`src/rtl/gun_adc_ctl.sv`:
```
// XADC DRP sequencer for the light-gun photodiode on VAUX4, with hysteresis light detect.
// Latency: EOC -> drp_den next cycle; drp_drdy -> sample/light one cycle later.
// No backpressure; one request may queue while busy (optional averaging: GUN_ADC_AVG_EN).
module gun_adc_ctl #(
  parameter logic [6:0]  DRP_ADDR  = 7'h14,
  parameter logic [4:0]  CHANNEL   = 5'h14,
  parameter logic [11:0] THRESH_HI = 12'hA00,
  parameter logic [11:0] THRESH_LO = 12'h800,
  parameter int          TIMEOUT   = 64
) (
  input  logic        clk,
  input  logic        rst_n,
  input  logic        eoc_in,
  input  logic [4:0]  channel_in,
  output logic [6:0]  drp_daddr,
  output logic        drp_den,
  output logic        drp_dwe,
  output logic [15:0] drp_di,
  input  logic [15:0] drp_do,
  input  logic        drp_drdy,
  output logic [11:0] sample,
  output logic        sample_valid,
  output logic        light,
  output logic        light_rise,
  output logic        drp_err
);

  localparam int TW = (TIMEOUT > 2) ? $clog2(TIMEOUT) : 1;
  localparam logic [TW-1:0] TMO_LAST = TW'(TIMEOUT - 1);

  typedef enum logic [1:0] {IDLE, REQ, WAIT, DONE} state_t;

  state_t        state, state_nxt;
  logic          pending;
  logic [TW-1:0] tmo_cnt;
  logic          trig, capture, tmo_hit;
  logic [11:0]   raw, new_sample;
  logic          unused_do_lsb;

  assign trig          = eoc_in && (channel_in == CHANNEL);
  assign raw           = drp_do[15:4];
  assign unused_do_lsb = ^drp_do[3:0];
  assign capture       = (state == WAIT) && drp_drdy;
  assign tmo_hit       = (state == WAIT) && !drp_drdy && (tmo_cnt == TMO_LAST);

  assign drp_daddr = DRP_ADDR;
  assign drp_dwe   = 1'b0;
  assign drp_di    = 16'h0000;

`ifdef GUN_ADC_AVG_EN
  // Sum includes the incoming raw value so averaging adds no latency.
  logic [2:0][11:0] avg_buf;
  logic [13:0]      avg_sum;
  logic             unused_avg_lsb;

  assign avg_sum        = 14'(raw) + 14'(avg_buf[0]) + 14'(avg_buf[1]) + 14'(avg_buf[2]);
  assign new_sample     = avg_sum[13:2];
  assign unused_avg_lsb = ^avg_sum[1:0];

  always_ff @(posedge clk or negedge rst_n) begin
    if (!rst_n) begin
      avg_buf <= '0;
    end else if (capture) begin
      avg_buf <= {avg_buf[1], avg_buf[0], raw};
    end
  end
`else
  assign new_sample = raw;
`endif

  always_ff @(posedge clk or negedge rst_n) begin
    if (!rst_n) begin
      state <= IDLE;
    end else begin
      state <= state_nxt;
    end
  end

  always_comb begin
    state_nxt = state;
    case (state)
      IDLE:    if (trig || pending) state_nxt = REQ;
      REQ:     state_nxt = WAIT;
      WAIT: begin
        if (drp_drdy) state_nxt = DONE;
        else if (tmo_cnt == TMO_LAST) state_nxt = IDLE;
      end
      DONE:    state_nxt = IDLE;
      default: state_nxt = IDLE;
    endcase
  end

  always_ff @(posedge clk or negedge rst_n) begin
    if (!rst_n) begin
      pending      <= 1'b0;
      tmo_cnt      <= '0;
      drp_den      <= 1'b0;
      sample       <= 12'h000;
      sample_valid <= 1'b0;
      light        <= 1'b0;
      light_rise   <= 1'b0;
      drp_err      <= 1'b0;
    end else begin
      drp_den      <= (state_nxt == REQ);
      sample_valid <= 1'b0;
      light_rise   <= 1'b0;
      drp_err      <= tmo_hit;
      tmo_cnt      <= (state == WAIT) ? tmo_cnt + 1'b1 : '0;

      // One-deep request queue; extra EOCs while busy are dropped.
      if ((state == IDLE) && (state_nxt == REQ)) pending <= 1'b0;
      else if (trig && (state != IDLE))          pending <= 1'b1;

      if (capture) begin
        sample       <= new_sample;
        sample_valid <= 1'b1;
        if (!light && (new_sample >= THRESH_HI)) begin
          light      <= 1'b1;
          light_rise <= 1'b1;
        end else if (light && (new_sample < THRESH_LO)) begin
          light      <= 1'b0;
        end
      end
    end
  end

endmodule

```
`config.mk`:
```
export PLATFORM = sky130hd
export DESIGN_NAME = gun_adc_ctl
export DESIGN_NICKNAME = d
export VERILOG_FILES = /design/src/rtl/gun_adc_ctl.sv
export SDC_FILE = /design/constraint.sdc
export NUM_CORES = 1
export LEC_CHECK = 0
export CAP_MARGIN = 20
export CELL_PAD_IN_SITES_DETAIL_PLACEMENT = 2
export CELL_PAD_IN_SITES_GLOBAL_PLACEMENT = 2
export CORE_ASPECT_RATIO = 0.7
export CORE_MARGIN = 5
export CORE_UTILIZATION = 24
export CTS_CLUSTER_DIAMETER = 60
export DETAILED_ROUTE_END_ITERATION = 10
export PLACE_DENSITY = 0.87
export SLEW_MARGIN = 20
export SYNTH_ARGS = -nofsm -noshare
export SYNTH_HDL_FRONTEND = slang
export SYNTH_SLANG_ARGS = --single-unit
```
`constraint.sdc`:
```
create_clock -name clk -period 1.8 [get_ports clk]
set_input_delay 0.54 -clock clk [delete_from_list [all_inputs] [get_ports clk]]
set_output_delay 0.54 -clock clk [all_outputs]
set_load 0.05 [all_outputs]
```
After elaboration in Yosys (flattened, before gate mapping)

Index checks and enable logic that the tools add are counted.
Widths: inputs -> output; s select.

Add/subtract/negate cells: 1
$lt $le $gt $ge: 2
Equality and inequality tests: 6
Mux-type cells: 12
Reduce and logical (&&, ||, !) cells: 16

Operators by type and width:

| cell                 | number |
|---|---|
| $ge 12x12->1 const B | 1 |
| $lt 12x12->1 const B | 1 |
| $logic_and 1x1->1    | 8 |
| $pmux 2 s4           | 1 |
| $mux 1               | 7 |
| $add 6x1->6 const B  | 1 |
| $eq 6x6->1 const B   | 1 |
| $mux 2               | 3 |
| $mux 6               | 1 |
| $reduce_bool 2->1    | 3 |
| $eq 5x5->1 const B   | 1 |
| $eq 2x1->1 const B   | 2 |
| $eq 2x2->1 const B   | 2 |
| $logic_not 1->1      | 2 |
| $logic_not 2->1      | 1 |
| $reduce_and 2->1     | 1 |
| $logic_or 1x1->1     | 1 |

Word-level logic and storage cells: 46
Input port bits: 25
Output and inout port bits: 41
Bits in registers: 26

Logic depth before layout (Yosys ltp)

Gate-level depths: netlist (run 1).

Word-level depth: 8
Depth in mapped cells: 4
Depth with buffers taken out: 4

Worst setup path after synthesis (run 1)

OpenSTA, ideal clock, no wires.

Kind: input-to-reg
Start point: input drp_drdy
End point: register sample[10]
Path slack: 577 ps
Arrival time: 1,098 ps
Library setup time: 125 ps
Required time: 1,675 ps
Buffers on the path: 1
Stages: 3
Cells stage by stage: nand3b_4 > buf_6 > mux2_4

Cells in the longest elaborated chain, start to end: 1

RTL lines:

| what                 | RTL line | source |
|---|---|---|
| from (decl)          | 20       | `input logic drp_drdy,` |
| $logic_and 1x1->1    | 43       | `assign capture = (state == WAIT) && drp_drdy;` |
| to (signal assigned) | 115      | `sample <= new_sample;` |
| to (decl)            | 21       | `output logic [11:0] sample,` |

No other way between the ends.
A chain may end at the register's enable or synchronous reset.

Final worst setup path (run 1)

Start point: input drp_drdy
End point: register sample[9]

Same word-level chain as after synthesis.

==> results by group, run 1 <==
Worst setup path
  • Setup crit start kind: primary input
  • Worst Path Max Fanout: 17
  • Crit. Startpoint: drp_drdy
  • R2R depth: 2
  • CP Class: in -> reg
  • CP Data Required Time: 1.96 ns
  • Worst endpoint data arrival time: 1.72 ns
  • Crit. End Element: register
  • RR Startpoint: state[0]$_DFF_PN0_

Global route
  • Initial antenna violation count: 0
  • Largest net degree at the start of global routing: 27
  • Remaining global-route overflow: 0
  • Global-route wire length before repair: 4.80 mm
  • GRT Total Usage: 9.15%
  • Number of global-route vias before repair: 929

Die
  • Chip width: 95.4 um
  • Cell row count: 21
  • IO Count: 66
  • Die ar.: 6660 um^2
  • Die boundary height: 69.8 um
  • Core ar.: 4860 um^2
  • Initial Util: 25.2%

Final layout
  • Area delta synth->final: 32.7%
  • Filler cells: 533
  • Commonest non-fill, non-tap cells in the layout: 26 x dfrtp_1, 24 x conb_1, 20 x clkdlybuf4s50_1
  • Fin nets: 167
  • Ant diodes: 0
  • Share of cells above drive strength 1: 26.4%
  • Most common cell after layout, fill and taps aside: dfrtp_1

Power
  • Tot Pwr: 0.00284 W
  • Static Leakage: 0.782 nW
  • VDD IR-drop max: 0.000736 V
  • Power Dens Cells: 1750 nW/um^2

Clock tree
  • Worst-Skew Late Latency: 0.27 ns
  • Post-CTS Hold Fix Bufs: 0
  • Clock sink total: 26
  • Clock-pin slew on the worst setup and hold paths: 0.09 ns
  • Post-CTS Setup Bufs: 0
  • CTS resizes: 0
  • Htree depth: 1
  • CTS buffer count: 3
  • TritonCTS clock tree: yes
  • CTS Root Cell: clkbuf_8
  • Maximum root-to-sink buffer count: 2

STA
  • Max-slew violation count: 0
  • Min Tclk post-route: 1.57 ns
  • RSZ-0062 raised after global routing: false
  • Skew final: 0.00968 ns
  • Final WS setup: 0.234 ns
  • Final Cycle Share: 87.0%
  • Fmax: 639 MHz
  • Setup Viol. Count Final: 0
  • Final Hold Fails: 0

Placed design
  • Hpwl dp: 2.32 mm
  • I/O Buffers: 37
  • GPL Wtd Cong: 0.643
  • Setup WS pre-CTS: -0.0832 ns

Yosys
  • Largest area contributor in the netlist: dfrtp_1
  • Sequential-to-total area share from yosys stat: 53.1%
  • FF+latch count, synth: 26
  • Mean Syn Cell Area: 12.1 um^2
  • Mapped Cells: 101
  • Top cells by area, synth: dfrtp_1 53%, buf_4 15%, mux2_2 6.4%
  • Netlist cell types: 25
  • Syn Std Cell Area: 1220 um^2
  • Post-synth top area share: 53.1%
  • Synth warnings: 0

Routing
  • Final ANT Viol Nets: 0
  • DRC Markers: 0
  • DR iter-0 viols: 32
  • Total wire length: 2.95 mm
  • Pre-antenna DRT Iters: 2
  • Via count: 807
  • Routed vias/inst: 3.86
  • WL per Instance: 14.1 um

Min path
  • Worst hold path stage count: 1
  • Hold Startpoint: tmo_cnt[0]$_DFF_PN0_
  • HP Class: reg -> reg

Status
  • Outcome: complete, no violations

Run
  • Max_cap viols: 0
[per-stage QoR]
step	setup TNS [ns]	std cells	hold slack (ns)	utilization (%)	area [um^2]
2_1_floorplan	0	123	0.244	-	1310
3_3_place_gp	-0.354	205	0.444	32.0	1550
3_5_place_dp	-0.771	205	0.482	32.0	1550
4_1_cts	0	209	0.495	33.4	1630
5_1_grt	0	209	0.504	33.4	1630
6_report	0	209	0.487	33.4	1630
[report_power, final]
group | total (W) | leakage, nW | switching (W) | internal (W)
clock network | 0.000485 | 0.0357 | 0.000188 | 0.000298
registers | 0.000931 | 0.329 | 0.000147 | 0.000783
logic | 0.00143 | 0.417 | 0.000924 | 0.000501
[layer usage]
layer	up-vias	routed length (um)	track usage [%]
met4	0	0	1.89
li1	363	-	-
met5	-	0	0
met3	0	256	3.36
met1	409	1050	9.83
met2	35	1640	16.9
[area by class of cell]
cell class	count	area, um^2	area share [%]
Clock inverter	1	30.0	1.85
Inverter	2	7.51	0.462
Tap cell	69	86.3	5.31
Multi-Input combinational cell	69	454	27.9
Clock buffer	3	41.3	2.54
Timing Repair Buffer	39	355	21.9
Sequential cell	26	651	40.0
[path summary, 6_finish.rpt]
check / end / slack, ns
min reg2reg: tmo_cnt[0]$_DFF_PN0_ / 0.49
max: sample[9]$_DFFE_PN0P_ / 0.23
min in group asynchronous: drp_den$_DFF_PN0_ / 0.63
max in group asynchronous: tmo_cnt[2]$_DFF_PN0_ / 0.90
min: tmo_cnt[0]$_DFF_PN0_ / 0.49
max reg2reg: sample[9]$_DFFE_PN0P_ / 0.48
[kinds of logic (layout without fill, tap and decap cells)]
logic type      count (synthesis)  count (layout)  share of synthesized area, %
compound gates                  6               6                          2.96
xor+xnor                        3               3                          2.15
fa+ha+maj                       1               1                          1.02
buf+inv                        28              45                          16.5
flops                          26              26                          53.1
mux                            12              12                          12.6
other cells                     2              24                         0.613
simple gates                   23              23                          11.0
[cells in the mapped netlist]
master and n:
mux2_2 7, buf_6 1, nor3_1 2, nand2_1 2
o31ai_1 1, and4b_1 1, or3_1 1, nor2_1 10
dfrtp_1 26, xnor2_1 1, nand3_1 2, buf_4 24
clkbuf_1 1, mux2_4 5, conb_1 2, ha_1 1
o21ai_0 2, a21oi_1 2, o22a_1 1, nand2b_1 2
inv_1 2, nor4b_2 1, xor2_1 2, nand3b_4 1
nor4_1 1
[critical path: stages]
cell and delay [ns]:
clkdlybuf4s50_1 0.52, nand3b_4 0.27, mux2_4 0.38
[registers in the layout, indices dropped and copies added (netlist names)]
signal,count
pending,1
sample_valid,1
sample,12
tmo_cnt,6
state,2
drp_den,1
light,1
drp_err,1
light_rise,1
Note: power is estimated with default switching activity, not from simulation.
==> run 2: changes to the inputs <==
--- a/config.mk
+++ b/config.mk
@@ -5,7 +5,6 @@
 export SDC_FILE = /design/constraint.sdc
 export NUM_CORES = 1
 export LEC_CHECK = 0
-export CAP_MARGIN = 20
 export CELL_PAD_IN_SITES_DETAIL_PLACEMENT = 2
 export CELL_PAD_IN_SITES_GLOBAL_PLACEMENT = 2
 export CORE_ASPECT_RATIO = 0.7
==> results of run 2 <==
The final DEF is identical to that of run 1; final timing and power are the same.
==> run 3: changes to the inputs <==
--- a/config.mk
+++ b/config.mk
@@ -5,14 +5,15 @@
 export SDC_FILE = /design/constraint.sdc
 export NUM_CORES = 1
 export LEC_CHECK = 0
+export ABC_AREA = 1
 export CELL_PAD_IN_SITES_DETAIL_PLACEMENT = 2
 export CELL_PAD_IN_SITES_GLOBAL_PLACEMENT = 2
 export CORE_ASPECT_RATIO = 0.7
 export CORE_MARGIN = 5
-export CORE_UTILIZATION = 24
+export CORE_UTILIZATION = 23
 export CTS_CLUSTER_DIAMETER = 60
 export DETAILED_ROUTE_END_ITERATION = 10
-export PLACE_DENSITY = 0.87
+export PLACE_DENSITY = 0.88
 export SLEW_MARGIN = 20
 export SYNTH_ARGS = -nofsm -noshare
 export SYNTH_HDL_FRONTEND = slang
==> constraint.sdc (replaced) <==
create_clock -name clk -period 1.8 [get_ports clk]
set_input_delay 0.36 -clock clk [delete_from_list [all_inputs] [get_ports clk]]
set_output_delay 0.36 -clock clk [all_outputs]
set_load 0.05 [all_outputs]
==> results by group, run 3 <==
Status
  • Outcome: complete, no violations

Routing
  • Met1 WL: 1.29 mm (+23%)
  • Final ANT Viol Nets: 0 (unchanged)
  • Highest metal used: met4
  • Pre-antenna DRT Iters: 4 (+2)
  • Via count: 953 (+18%)
  • Total wire length: 3.16 mm (+7.3%)
  • DR iter-0 viols: 9 (-72%)
  • DRC Markers: 0 (unchanged)
  • Met3 WL: 174 um (-32%)
  • Met2 WL: 1.68 mm (+2.3%)
  • WL per Instance: 12.5 um (-11%)
  • Routed vias/inst: 3.77 (-2.4%)

Yosys
  • Post-synth top area share: 51.2% (-1.9 points)
  • FF+latch count, synth: 26 (unchanged)
  • Synth warnings: 0 (unchanged)
  • Netlist cell types: 19 (-24%)
  • Syn Std Cell Area: 1270 um^2 (+3.7%)
  • Synth top cells by count: 41 x nand2_1, 26 x dfrtp_1, 24 x buf_4
  • Top cells by area, synth: dfrtp_1 51%, buf_4 14%, nand2_1 12%
  • Sequential-to-total area share from yosys stat: 51.2% (-1.9 points)
  • Largest area contributor in the netlist: dfrtp_1
  • Mean Syn Cell Area: 8.88 um^2 (-27%)
  • Number of synthesized flops with an enable pin: 0 (unchanged)
  • Mapped Cells: 143 (+42%)
  • Main synth FF type: dfrtp_1
  • Most common cell in the netlist: nand2_1
  • Ys async rst share: 100% (unchanged)

Final layout
  • Final instance area: 1640 um^2 (+1.2%)
  • Reg area: 651 um^2 (unchanged)
  • Multi-input logic area: 450 um^2 (-0.83%)
  • Share of cells above drive strength 1: 19.3% (-7.1 points)
  • Area delta synth->final: 29.5%
  • Max reg flops: 12 (unchanged)
  • Most common cell after layout, fill and taps aside: nand2_1
  • Filler cells: 610 (+14%)
  • Commonest non-fill, non-tap cells in the layout: 41 x nand2_1, 26 x dfrtp_1, 24 x conb_1
  • Top Registers: sample (12), tmo_cnt (6), state (2)
  • Fin nets: 208 (+25%)
  • Largest register by flop count: sample
  • Ant diodes: 0 (unchanged)

Worst setup path
  • Worst Path Max Fanout: 15 (-2)
  • Crit. End Element: register
  • Crit path capture: light$_DFFE_PN0P_
  • Top delay family on crit path: simple AND/OR/NAND/NOR gates
  • R2R depth: 5 (+3)
  • CP Class: reg -> reg
  • Levels on crit path: 5 (+2)
  • RR Startpoint: state[0]$_DFF_PN0_
  • Worst path cell trace: nor2_4 > nand2_4 > inv_6 > nand2_1 > nand2_1
  • Setup crit start kind: register
  • CP Data Required Time: 2.02 ns (+0.06 ns)
  • Top cell by count, worst path: nand2_1
  • Max incr delay on CP: 0.43 ns (-0.09 ns)
  • Crit path buffers/inverters: 1 (unchanged)
  • Worst path slowest cell: dfrtp_1
  • FF-to-FF End: light$_DFFE_PN0P_
  • Setup slack, reg-to-reg: 0.52 ns (+0.04 ns)
  • Crit. Startpoint: state[0]$_DFF_PN0_
  • Worst endpoint data arrival time: 1.50 ns (-0.22 ns)

Placed design
  • Hpwl dp: 2.49 mm (+7.6%)
  • Setup WS pre-CTS: 0.279 ns (+0.362 ns)
  • DP Area: 1570 um^2 (+1.2%)
  • I/O Buffers: 37 (unchanged)
  • GPL Wtd Cong: 0.682 (+6.1%)

Die
  • Die boundary height: 72.2 um (+3.4%)
  • IO Count: 66 (unchanged)
  • Die ar.: 7130 um^2 (+7.2%)
  • Initial Util: 24.0% (-1.2 points)
  • Cell row count: 22 (+4.8%)
  • Core ar.: 5290 um^2 (+8.7%)
  • Chip width: 98.8 um (+3.6%)

Clock tree
  • Post-CTS Hold Fix Bufs: 0 (unchanged)
  • Htree depth: 1 (unchanged)
  • CTS Root Cell: clkbuf_8
  • Maximum root-to-sink buffer count: 2 (unchanged)
  • Clock-pin slew on the worst setup and hold paths: 0.10 ns (about the same)
  • Worst-Skew Late Latency: 0.27 ns (about the same)
  • CTS resizes: 0 (unchanged)
  • Clock sink total: 26 (unchanged)
  • Post-CTS Setup Bufs: 0 (unchanged)
  • CTS buffer count: 3 (unchanged)
  • TritonCTS clock tree: yes

STA
  • Final Cycle Share: 71.4% (-16 points)
  • Final Hold Fails: 0 (unchanged)
  • Min Tclk post-route: 1.28 ns (-0.281 ns)
  • Max-slew violation count: 0 (unchanged)
  • Final WS setup: 0.515 ns (+0.281 ns)
  • Fmax: 778 MHz (+22%)
  • Setup TNS: 0 ns (unchanged)
  • Skew final: 0.00226 ns (-0.00743 ns)
  • Setup Viol. Count Final: 0 (unchanged)
  • RSZ-0062 raised after global routing: false

Power
  • VDD IR-drop max: 0.000587 V (-20%)
  • Static Leakage: 0.873 nW (+12%)
  • Power Dens Cells: 1660 nW/um^2 (-5.3%)
  • Tot Pwr: 0.00272 W (-4.2%)

Global route
  • Global-route wire length before repair: 5.32 mm (+11%)
  • Remaining global-route overflow: 0 (unchanged)
  • Number of global-route vias before repair: 1094 (+18%)
  • Initial antenna violation count: 0 (unchanged)
  • Largest net degree at the start of global routing: 27 (unchanged)
  • GRT Total Usage: 9.35% (+0.20 points)

Run
  • Max_cap viols: 0 (unchanged)

Min path
  • HP Class: in -> async
[run 3: stage by stage]
stage | cells | hold slack [ns] | util [%]
after floorplan | 165 | 0.0644 | -
after global routing | 253 | 0.468 | 31.1
after CTS | 253 | 0.460 | 31.1
final | 253 | 0.450 | 31.1
after global placement | 249 | 0.463 | 29.8
after detailed placement | 249 | 0.475 | 29.8
[run 3: where the power goes]
group          switching (W)  leakage, nW  internal [W]
clock               0.000198       0.0357      0.000298
combinational       0.000976        0.499      0.000352
sequential          0.000129        0.338      0.000771
[run 3: layout make-up]
class                   instances  area share (%)
repair buffers                 38            20.4
multi-input cells             102            27.4
clock inverters                 1            1.83
flip-flops and latches         26            39.6
inverters                      11            2.82
clock buffers                   3            2.51
well taps                      72            5.48
[run 3: layer usage]
layer	vias to the layer above	global-route usage [%]
li1	455	-
met5	-	0
met3	2	2.98
met4	0	2.73
met1	462	10.9
met2	34	16.6
[run 3: cell families (layout without fill, tap and decap cells)]
logic type	after synthesis	in the layout	share of synthesized area, %
simple gates	68	68	23.8
buf+inv	37	53	19.8
flops	26	26	51.2
compound gates	9	9	3.55
other cells	2	24	0.591
fa+ha+maj	1	1	0.985
[run 3: worst min path at each step]
stage                           startpoint                     end  slack, ns
finish                               rst_n       drp_err$_DFF_PN0_       0.45
global route                         rst_n       drp_err$_DFF_PN0_       0.47
CTS                                  rst_n     pending$_DFFE_PN0P_       0.46
detailed placement  sample[11]$_DFFE_PN0P_  sample[11]$_DFFE_PN0P_       0.47
global placement     sample[0]$_DFFE_PN0P_   sample[0]$_DFFE_PN0P_       0.46
floorplan                            rst_n       drp_den$_DFF_PN0_       0.06
